[config.mk]
export PLATFORM = sky130hd
export DESIGN_NAME = edu_hamming_core
export DESIGN_NICKNAME = d
export VERILOG_FILES = /design/src/rtl/edu_hamming_core.sv
export SDC_FILE = /design/constraint.sdc
export NUM_CORES = 1
export LEC_CHECK = 0
export ABC_AREA = 1
export CAP_MARGIN = 0
export CORE_ASPECT_RATIO = 1.2
export CORE_MARGIN = 2
export CORE_UTILIZATION = 40
export CTS_CLUSTER_DIAMETER = 80
export DETAILED_ROUTE_END_ITERATION = 8
export PLACE_DENSITY_LB_ADDON = 0.08
export SYNTH_ARGS = -nofsm -noshare
export SYNTH_HDL_FRONTEND = slang
export SYNTH_SLANG_ARGS = --single-unit
[constraint.sdc]
create_clock -name CLK -period 1.6 [get_ports CLK]
set_input_delay 0.16 -clock CLK [delete_from_list [all_inputs] [get_ports CLK]]
set_output_delay 0.16 -clock CLK [all_outputs]
set_load 0.05 [all_outputs]
[src/rtl/edu_hamming_core.sv]
// rtl/edu_hamming_core.sv - two-stage Hamming(7,4) flit corrector; EDU_ERR_CNT_EN adds err_count
// Stage1 holds the raw flit, stage2 the corrected flit and its error flag.
module edu_hamming_core #(
  parameter int WIDTH  = 11,
  parameter int ADDR_W = 4
) (
  input  logic             CLK,
  input  logic             _RESET,
  input  logic             in_valid,
  output logic             in_ready,
  input  logic [WIDTH-1:0] in_data,
  output logic             out_valid,
  input  logic             out_ready,
  output logic [WIDTH-1:0] out_data,
  output logic             err_flag
`ifdef EDU_ERR_CNT_EN
  ,
  output logic [7:0]       err_count
`endif
);

  localparam int CW_W = WIDTH - ADDR_W;

  logic             r_run;
  logic             r_s1_valid;
  logic [WIDTH-1:0] r_s1_data;
  logic             r_s2_valid;
  logic [WIDTH-1:0] r_s2_data;
  logic             r_s2_err;

  logic             w_in_fire;
  logic             w_out_fire;
  logic             w_s2_load;
  logic [CW_W-1:0]  w_cw;
  logic [2:0]       w_syn;
  logic [CW_W-1:0]  w_fix;

  // r_run keeps in_ready low until the first edge after reset release
  assign in_ready   = r_run && (!r_s1_valid || !r_s2_valid || out_ready);
  assign w_in_fire  = in_valid && in_ready;
  assign out_valid  = r_s2_valid;
  assign out_data   = r_s2_data;
  assign err_flag   = r_s2_err;
  assign w_out_fire = r_s2_valid && out_ready;
  assign w_s2_load  = r_s1_valid && (!r_s2_valid || out_ready);

  assign w_cw     = r_s1_data[WIDTH-1:ADDR_W];
  assign w_syn[0] = w_cw[0] ^ w_cw[2] ^ w_cw[4] ^ w_cw[6];
  assign w_syn[1] = w_cw[1] ^ w_cw[2] ^ w_cw[5] ^ w_cw[6];
  assign w_syn[2] = w_cw[3] ^ w_cw[4] ^ w_cw[5] ^ w_cw[6];

  // Position p lives in codeword bit p-1; syndrome 0 matches no position
  always_comb begin
    w_fix = w_cw;
    for (int p = 0; p < CW_W; p++) begin
      w_fix[p] = w_cw[p] ^ (w_syn == 3'(p + 1));
    end
  end

  always_ff @(posedge CLK or negedge _RESET) begin
    if (!_RESET) begin
      r_run <= 1'b0;
    end else begin
      r_run <= 1'b1;
    end
  end

  always_ff @(posedge CLK or negedge _RESET) begin
    if (!_RESET) begin
      r_s1_valid <= 1'b0;
      r_s1_data  <= '0;
    end else if (w_in_fire) begin
      r_s1_valid <= 1'b1;
      r_s1_data  <= in_data;
    end else if (w_s2_load) begin
      r_s1_valid <= 1'b0;
    end
  end

  always_ff @(posedge CLK or negedge _RESET) begin
    if (!_RESET) begin
      r_s2_valid <= 1'b0;
      r_s2_data  <= '0;
      r_s2_err   <= 1'b0;
    end else if (w_s2_load) begin
      r_s2_valid <= 1'b1;
      r_s2_data  <= {w_fix, r_s1_data[ADDR_W-1:0]};
      r_s2_err   <= (w_syn != 3'd0);
    end else if (w_out_fire) begin
      r_s2_valid <= 1'b0;
    end
  end

`ifdef EDU_ERR_CNT_EN
  logic [7:0] r_err_count;

  assign err_count = r_err_count;

  always_ff @(posedge CLK or negedge _RESET) begin
    if (!_RESET) begin
      r_err_count <= 8'h00;
    end else if (w_out_fire && r_s2_err && (r_err_count != 8'hFF)) begin
      r_err_count <= r_err_count + 8'h01;
    end
  end
`endif

endmodule

# After elaboration in Yosys (flattened, before gate mapping)
# Index checks and enable logic that the tools add are counted.
# classes
n_eq_ne,7
mux,4
n_bitwise,16
reduce_logical,12
# op_table
cell,n
$xor A1 B1 Y1,16
$eq A3 B3 Y1 const B,4
$eq A3 B2 Y1 const B,2
$logic_and A1 B1 Y1,4
$mux W1,4
$reduce_bool A2 Y1,2
$eq A3 B1 Y1 const B,1
$logic_or A1 B1 Y1,3
$reduce_bool A3 Y1,1
$logic_not A1 Y1,2
# totals
register_bits,26
inputBits,15
output_inout_bits,14
word_cells,45

# Depth between registers and ports, before layout
# Gate-level depths: netlist of the first run.
# depth
depth_word,6
depth_mapped,10
depth_no_buf,10

# Worst setup path before layout of the first run
# OpenSTA, ideal clock, no wires.
# synth_path
kind,reg-to-reg
start,register r_s2_valid (netlist: out_valid)
end,register r_s1_data[8]
setup_ns,0.126
t_arrival_ns,1.662
t_required_ns,1.474
path_slack_ns,-0.188
path_stages_with_launch,7
n_path_buf,1
period_less_slack_ns,1.788
cell_sequence,dfrtp_1 nand2_2 o21a_1 nand2_1 buf_2 nor2_1 a21oi_1
# synth_between
elab_chain_len,5
# synth_lines
element,line,rtl
start: declaration,27,logic r_s2_valid;
start signal: assignment,82,r_s2_valid <= 1'b0;
start signal: assignment,86,r_s2_valid <= 1'b1;
start signal: assignment,90,r_s2_valid <= 1'b0;
$logic_not A1 Y1,39,assign in_ready = r_run && (!r_s1_valid || !r_s2_valid || out_ready);
$logic_or A1 B1 Y1 (2 in series),39,
$logic_and A1 B1 Y1,39,
via in_ready,10,"output logic in_ready,"
$logic_and A1 B1 Y1,40,assign w_in_fire = in_valid && in_ready;
end signal: assignment,74,r_s1_data <= in_data;
end: declaration,26,logic [WIDTH-1:0] r_s1_data;
# The timed path passes the listed nets, and every way through them passes these cells.
# A chain may end at the register's enable or synchronous reset.

# Final worst setup path of the first run
# layout_path
start,register r_s1_data[9]
end,register r_s2_data[8] (netlist: out_data[8])
# layout_between
elab_chain_len,4
elab_cells_between_ends,6
classes_between,eq/ne: 1; bitwise: 5
# layout_lines
element,line,rtl
"$xor A1 B1 Y1, on equally long branches (2 in series)","49, 50",
$eq A3 B3 Y1 *,56,w_fix[p] = w_cw[p] ^ (w_syn == 3'(p + 1));
$xor A1 B1 Y1 *,56,
end signal: assignment,87,"r_s2_data <= {w_fix, r_s1_data[ADDR_W-1:0]};"
end: declaration,28,logic [WIDTH-1:0] r_s2_data;
# Every way passes the cells marked *; elsewhere a longest branch is shown, timed or not.

==> metrics.md, run 1 <==
| Metric | Value |
|---|---|
| Die Y | about 67 µm |
| Synthesized flop and latch total | 26 |
| Post-Synth XOR/XNOR Area | 0.0132 |
| HPWL after detailed placement | roughly 2100 µm |
| RSZ-0062 raised after global routing | no |
| Largest cells by area after synthesis | dfrtp_1 49%, nand2_1 15%, nand3_1 5.3% |
| Final setup violation count | 0 |
| Ratio of cells with drive above 1 in the final layout | 0.212 |
| Syn Nets | 185 |
| WL final | about 2900 µm |
| Setup_tns | 0 ns |
| Max_cap viols | 0 |
| Register area share after synthesis | 0.489 |
| Area grow syn2layout | 28.5% |
| Multiplexer share of the synthesized area | 0 |
| CTS max path bufs | 2 |
| Post-synth top area cell | dfrtp_1 |
| Static Leak | ~0.9 nW |
| I/O pin total | 29 |
| Die Area | 0.00381 mm² |
| Final Hold Violating Endpoints | 0 |
| Vias per cell | between 4 and 5 |
| CP startpoint kind | register |
| CORE AREA | ~0.0031 mm² |
| CTS Buf Count | 3 |
| Layout Nets | between 200 and 250 |
| Warnings, synthesis | 0 |
| Clock Sink Count | 26 |
| Htree depth | 1 |
| Most common cell after layout, fill and taps aside | nand2_1 |
| Setup repair bufs after CTS | 0 |
| Post-synthesis compound-gate area fraction | 0.0780 |
| Antenna violations before repair | 0 |
| Wire length per cell | 12.0 µm |
| Initial core utilization | 0.428 |
| Die width | around 57 µm |
| Final ANT Viol Nets | 0 |
| Global-route wire length before repair | between 5000 and 6000 µm |
| Antenna diodes | 0 |
| Port Buf Inserts | 28 |
| Fin crit share | 0.910 |
| Post-Synth Simple-Gate Area | 0.350 |
| PD cells | between 1000 and 1500 mW/mm² |
| TritonCTS clock tree | yes |
| Worst-path fanout max | 6 |
| Netlist cell types | 22 |
| Crit end category | register |
| CP Class | reg2reg |
| Clk_skew | between 0.001 and 0.0015 ns |
| Fmax | between 600 and 700 MHz |
| Area share of fa/ha/maj cells after synthesis | 0 |
| Post-synthesis instance total | 170 |
| Largest net degree at the start of global routing | 27 |
| VDD IR max | ~740 µV |
| Initial DRC Count | 22 |
| Post-route DRC | 0 |
| Cts hold-fix bufs | 0 |
| Iteration count of the initial detailed-routing pass | 4 |
| Grt ovf | 0 |
| Vias in the first global route | 1228 |
| Max-slew violations | 0 |
| Final min period | 1.46 ns |
| Total Routing Usage GR | 0.173 |
| Arrival time worst endpoint | roughly 1.7 ns |
| Largest family of logic cells by synthesized area | simple AND/OR/NAND/NOR gates |
| Routed via count | 1188 |
| Hold Path Class | in2async |
| Status | completed |
| Number of cell rows | 22 |
| GPL Wtd Cong | 0.858 |
| Top-area cell type share of the netlist area | 0.489 |
| Most frequent cells in the layout | 52 x nand2_1, 25 x dfrtp_1, 16 x buf_4 |
| Clk_lat worst skew | approximately 0.32 ns |
| Reg clk slew, reported paths | approximately 0.14 ns |
| Cell area after synthesis | 0.00133 mm² |
| Post-CTS Resized | 0 |
| Syn Area/Cell | roughly 7.8 µm² |
| Worst Path Required | between 1.5 and 2 ns |
| Power consumption | between 2 and 2.5 mW |
| Root cell of the clock tree | clkbuf_4 |
==> layer usage <==
metal  part of all wire  global-route usage  vias to the layer above
met5                  0                   0                        -
met3              0.025              0.0192                        4
met1               0.45               0.209                      563
li1                   -                   -                      602
met2               0.50               0.299                       19
met4              0.017              0.0982                        0
==> power by group <==
part | internal (mW) | leakage (nW) | switching [mW] | total, mW
clock | 0.253 | 0.0279 | 0.197 | 0.450
combinational | 0.355 | 0.550 | 0.769 | 1.12
sequential | 0.797 | 0.296 | 0.102 | 0.899
total | 1.41 | 0.875 | 1.07 | 2.47
==> sequential cells by signal, summed over array words and instances (netlist names) <==
register and flops:
r_s1_data 11, err_flag 1, out_valid 1, r_run 1, r_s1_valid 1, out_data 11
==> cell usage after synthesis <==
library cell,number
inv_1,13
xor2_1,1
xnor2_1,1
buf_2,2
o21ai_1,1
a31oi_1,1
buf_6,1
nand2_1,52
o21ai_0,5
dfrtp_1,26
nor2_2,1
o21a_1,1
nand2_2,8
clkinv_2,1
nand3_1,14
nor2_1,15
nand2_4,3
nor2_4,2
inv_2,4
conb_1,1
a21oi_1,12
nand4_1,5
==> metrics by stage <==
stage / util / instance area (µm²) / setup slack (ns) / hold WS, ns / cells
6_report: 0.550 / 1710 / 0.144 / 0.187 / 239
5_1_grt: 0.550 / 1710 / 0.0139 / 0.198 / 239
4_1_cts: 0.550 / 1710 / 0.163 / 0.185 / 239
3_5_place_dp: 0.533 / 1660 / 0.157 / 0.470 / 235
3_3_place_gp: 0.533 / 1660 / 0.185 / 0.471 / 235
2_1_floorplan: - / 1330 / 0.0966 / -0.136 / 170
==> logic make-up (layout without fill, tap and decap cells) <==
group           after synthesis  in the layout
simple gates                100            100
compound gates               20             20
flops                        26             26
buf+inv                      21             54
xor+xnor                      2              2
other cells                   1              1
==> critical path, cell delays in order (launching register included) <==
cell and delay, ns:
dfrtp_1 0.49, inv_2 0.14, nand2_1 0.06, nand2_1 0.12
nand2_1 0.07, nand2_1 0.15, nand3_1 0.12, nand2_1 0.09
nand3_1 0.10, nand2_1 0.08
==> path summary, 6_finish.rpt <==
check                                   from       endpoint  slack (ns)  cells past startpoint
worst max-delay path            r_s1_data[9]    out_data[8]        0.14                      9
max in group asynchronous             _RESET      out_valid        1.15                      2
min in group CLK                  in_data[2]   r_s1_data[2]        0.39                      3
worst max register to register  r_s1_data[9]    out_data[8]        0.14                      9
worst min-delay path                  _RESET  r_s1_data[10]        0.19                      2
worst min register to register   out_data[9]    out_data[9]        0.50                      2
==> layout make-up <==
type                            instances  area, µm²
Fill cell                             312       1400
Timing Repair Buffer                   32        300
Inverter                               18       68.8
Sequential cell                        26        652
Multi-Input combinational cell        123        592
Clock buffer                            3       22.5
Clock inverter                          1       30.0
Tap cell                               36       45.0
Note: power is estimated with default switching activity, not from simulation.
==> inputs of run 2 (changes only) <==
- ABC_AREA: 1 -> 0
==> run 2 against run 1 <==
Against the previous run: register-to-register slack worse by 0.12 ns; global-route usage fell by 1.7 points; synthesized area is 6.9% lower; sequential power increased by 9.1%; power rose by 14%; sequential share of layout area down 0.51 points; via count fell by 26%; clock-buffer cell count grew 1; clock skew hardly changed; core utilization increased by 3.4 points.
==> metrics.md, run 2 <==
| Metric | Value |
|---|---|
| Most frequent cells in the layout | 27 x buf_4, 20 x dfrtp_1, 15 x mux2_2 |
| Ratio of cells with drive above 1 in the final layout | 0.459 (+0.248) |
| Cell area after synthesis | 0.00124 mm² (-6.9%) |
| Clock Sink Count | 26 (unchanged) |
| Die Area | 0.00356 mm² (-6.4%) |
| Post-Synth Simple-Gate Area | 0.0999 (-0.250) |
| Largest cells by area after synthesis | dfrtp_1 52%, mux2_2 14%, xnor2_1 11% |
| Fin crit share | 0.984 (+0.0746) |
| Number of synthesized flops with an enable pin | 0 (unchanged) |
| Vias in the first global route | 950 (-23%) |
| Antenna diodes | 0 (unchanged) |
| Critical path's most frequent cell | xnor2_1 |
| Syn Nets | 123 (-34%) |
| TritonCTS clock tree | yes |
| Wire length per cell | 12.4 µm (+3.7%) |
| Top-area cell type share of the netlist area | 0.525 (+0.0360) |
| Final Hold Violating Endpoints | 0 (unchanged) |
| Power consumption | 2.82 mW (+14%) |
| # fillers | 269 (-14%) |
| Hold WS | 0.204 ns (+0.0166 ns) |
| Max-slew violations | 0 (unchanged) |
| RSZ-0062 raised after global routing | yes |
| Worst-path fanout max | 5 (-1) |
| Global-route wire length before repair | 4000 µm (-22%) |
| Most numerous cell in the Yosys netlist | dfrtp_1 |
| P_sw | 1.21 mW (+14%) |
| Port Buf Inserts | 28 (unchanged) |
| Synth cell count leaders | 26 x dfrtp_1, 16 x xnor2_1, 15 x mux2_2, 12 x nand2_1, 6 x o21ai_1 |
| Sw Share | 0.430 (-0.00193) |
| Total Routing Usage GR | 0.155 (-0.0171) |
| Vias per cell | 4.77 (-4.1%) |
| Worst Path Required | 1.81 ns (-0.06 ns) |
| Critical path cell sequence | xnor2_1 > buf_4 > or3_4 > a21oi_2 > xnor2_1 > o21ai_1 |
| Final setup margin | 0.0249 ns (-0.119 ns) |
| Post-synthesis compound-gate area fraction | 0.0686 (-0.00939) |
| Layout Nets | 164 (-25%) |
| Root cell of the clock tree | clkbuf_4 |
| CORE AREA | 0.00300 mm² (-3.5%) |
| Clk_skew | 0.00110 ns (-0.000367 ns) |
| Reg clk slew, reported paths | 0.13 ns (about the same) |
| Area share of fa/ha/maj cells after synthesis | 0 (unchanged) |
| Clock power share | 0.097 (-0.085) |
| Post-Synth XOR/XNOR Area | 0.134 (+0.121) |
| Routed via count | 877 (-26%) |
| Register area share after synthesis | 0.525 (+0.0360) |
| CTS Buf Count | 3 (unchanged) |
| Crit end category | register |
| Post-synthesis instance total | 108 (-36%) |
| Netlist cell types | 20 (-9.1%) |
| CP startpoint kind | register |
| Die Y | 65.0 µm (-3.3%) |
| Post-synth top area cell | dfrtp_1 |
| Final setup violation count | 0 (unchanged) |
| Final min period | 1.58 ns (+0.119 ns) |
| Cts hold-fix bufs | 0 (unchanged) |
| Grt ovf | 0 (unchanged) |
| Warnings, synthesis | 0 (unchanged) |
| PD cells | 1610 mW/mm² (+12%) |
| Asr flop ratio synth | 1.00 (unchanged) |
| Largest family of logic cells by synthesized area | multiplexers |
| Clk_lat worst skew | 0.31 ns (about the same) |
| CTS max path bufs | 2 (unchanged) |
| Iteration count of the initial detailed-routing pass | 4 (unchanged) |
| Post-route DRC | 0 (unchanged) |
| Syn Area/Cell | 11.5 µm² (+47%) |
| I/O pin total | 29 (unchanged) |
| Hold Path Class | in2async |
| Reg2Reg Depth | 6 (-3) |
| CP max stage delay | 0.48 ns (about the same) |
| Primary FF master, synth | dfrtp_1 |
| Synthesized flop and latch total | 26 (unchanged) |
| Largest net degree at the start of global routing | 27 (unchanged) |
| Arrival time worst endpoint | 1.78 ns (+0.05 ns) |
| Combinational power share | 0.556 (+0.101) |
| Status | completed |
| HPWL after detailed placement | 1730 µm (-18%) |
| Slowest-stage cell, CP | dfrtp_2 |
| Int Power | 1.61 mW (+15%) |
| Max_cap viols | 0 (unchanged) |
| Static Leak | 0.744 nW (-15%) |
| Most common cell after layout, fill and taps aside | buf_4 |
| GPL Wtd Cong | 0.876 (+2.1%) |
| WL final | 2290 µm (-20%) |
| Multiplexer share of the synthesized area | 0.144 (+0.144) |
| Antenna violations before repair | 0 (unchanged) |
| Number of cell rows | 22 (unchanged) |
| Fmax | 635 MHz (-7.6%) |
| VDD IR max | 953 µV (+28%) |
| Final ANT Viol Nets | 0 (unchanged) |
| Post-place setup slack | -0.0315 ns (-0.188 ns) |
| Initial core utilization | 0.413 (-0.0147) |
| Area grow syn2layout | 41.2% |
| Htree depth | 1 (unchanged) |
| Flop pwr share | 0.347 (-0.016) |
| Setup_tns | 0 ns (unchanged) |
| Initial DRC Count | 10 (-55%) |
| Die width | 54.8 µm (-3.2%) |
| CP Class | reg2reg |
==> run 2: kinds of logic (layout without fill, tap and decap cells) <==
logic type      Yosys count  after routing
other cells               1              1
compound gates           15             15
xor+xnor                 19             19
flops                    26             26
mux                      16             16
simple gates             24             24
buf+inv                   7             47
==> run 2: worst paths after layout <==
check | startpoint | endpoint | slack [ns]
max | r_s1_data[4] | out_data[6] | 0.02
min | _RESET | out_data[7] | 0.20
max reg2reg | r_s1_data[4] | out_data[6] | 0.02
min reg2reg | err_flag | err_flag | 0.50
max in group asynchronous | _RESET | r_s1_data[8] | 1.13
min in group CLK | in_data[3] | r_s1_data[3] | 0.45
==> run 2: layer usage <==
metal / up-vias / GRT usage / share of wire
met1: 417 / 0.163 / 0.40
li1: 439 / - / -
met2: 19 / 0.280 / 0.55
met5: - / 0 / 0
met4: 0 / 0.0750 / 0.0083
met3: 2 / 0.0300 / 0.043
==> run 2: final cells by class <==
class                      count  area [µm²]  share of cell area
clock buffer                   4        26.3              0.0150
multi-input combinational     75         638               0.365
sequential                    26         658               0.376
tap                           36        45.0              0.0257
timing repair buffer          43         383               0.219
==> run 2: worst max-delay path, delay by kind of cell (launching register included) <==
kind	cells	cell delay, ns
xor+xnor	2	0.28
flops	1	0.48
buf+inv	1	0.14
simple gates	1	0.34
compound gates	2	0.23
==> run 2: timing repair <==
action,CTS,global route
pin swaps,0,6
resized for setup,6,13
setup buffers,0,1
endpoints found under the setup margin,5,7
cloned,0,0
==> run 2: stage by stage <==
step,area (µm²),util,instances
4_1_cts,1680,0.560,183
5_1_grt,1750,0.583,184
2_1_floorplan,1250,-,108
3_5_place_dp,1630,0.544,179
3_3_place_gp,1630,0.544,179
6_report,1750,0.583,184
==> run 2: power groups by stage <==
stage | logic, mW | registers [mW] | clock network [mW]
finish | 1.57 | 0.981 | 0.273
CTS | 1.48 | 0.973 | 0.300
global placement | 1.44 | 0.966 | 0
detailed placement | 1.46 | 0.980 | 0
floorplan | 0.571 | 1.41 | 0
global route | 1.69 | 1.01 | 0.320
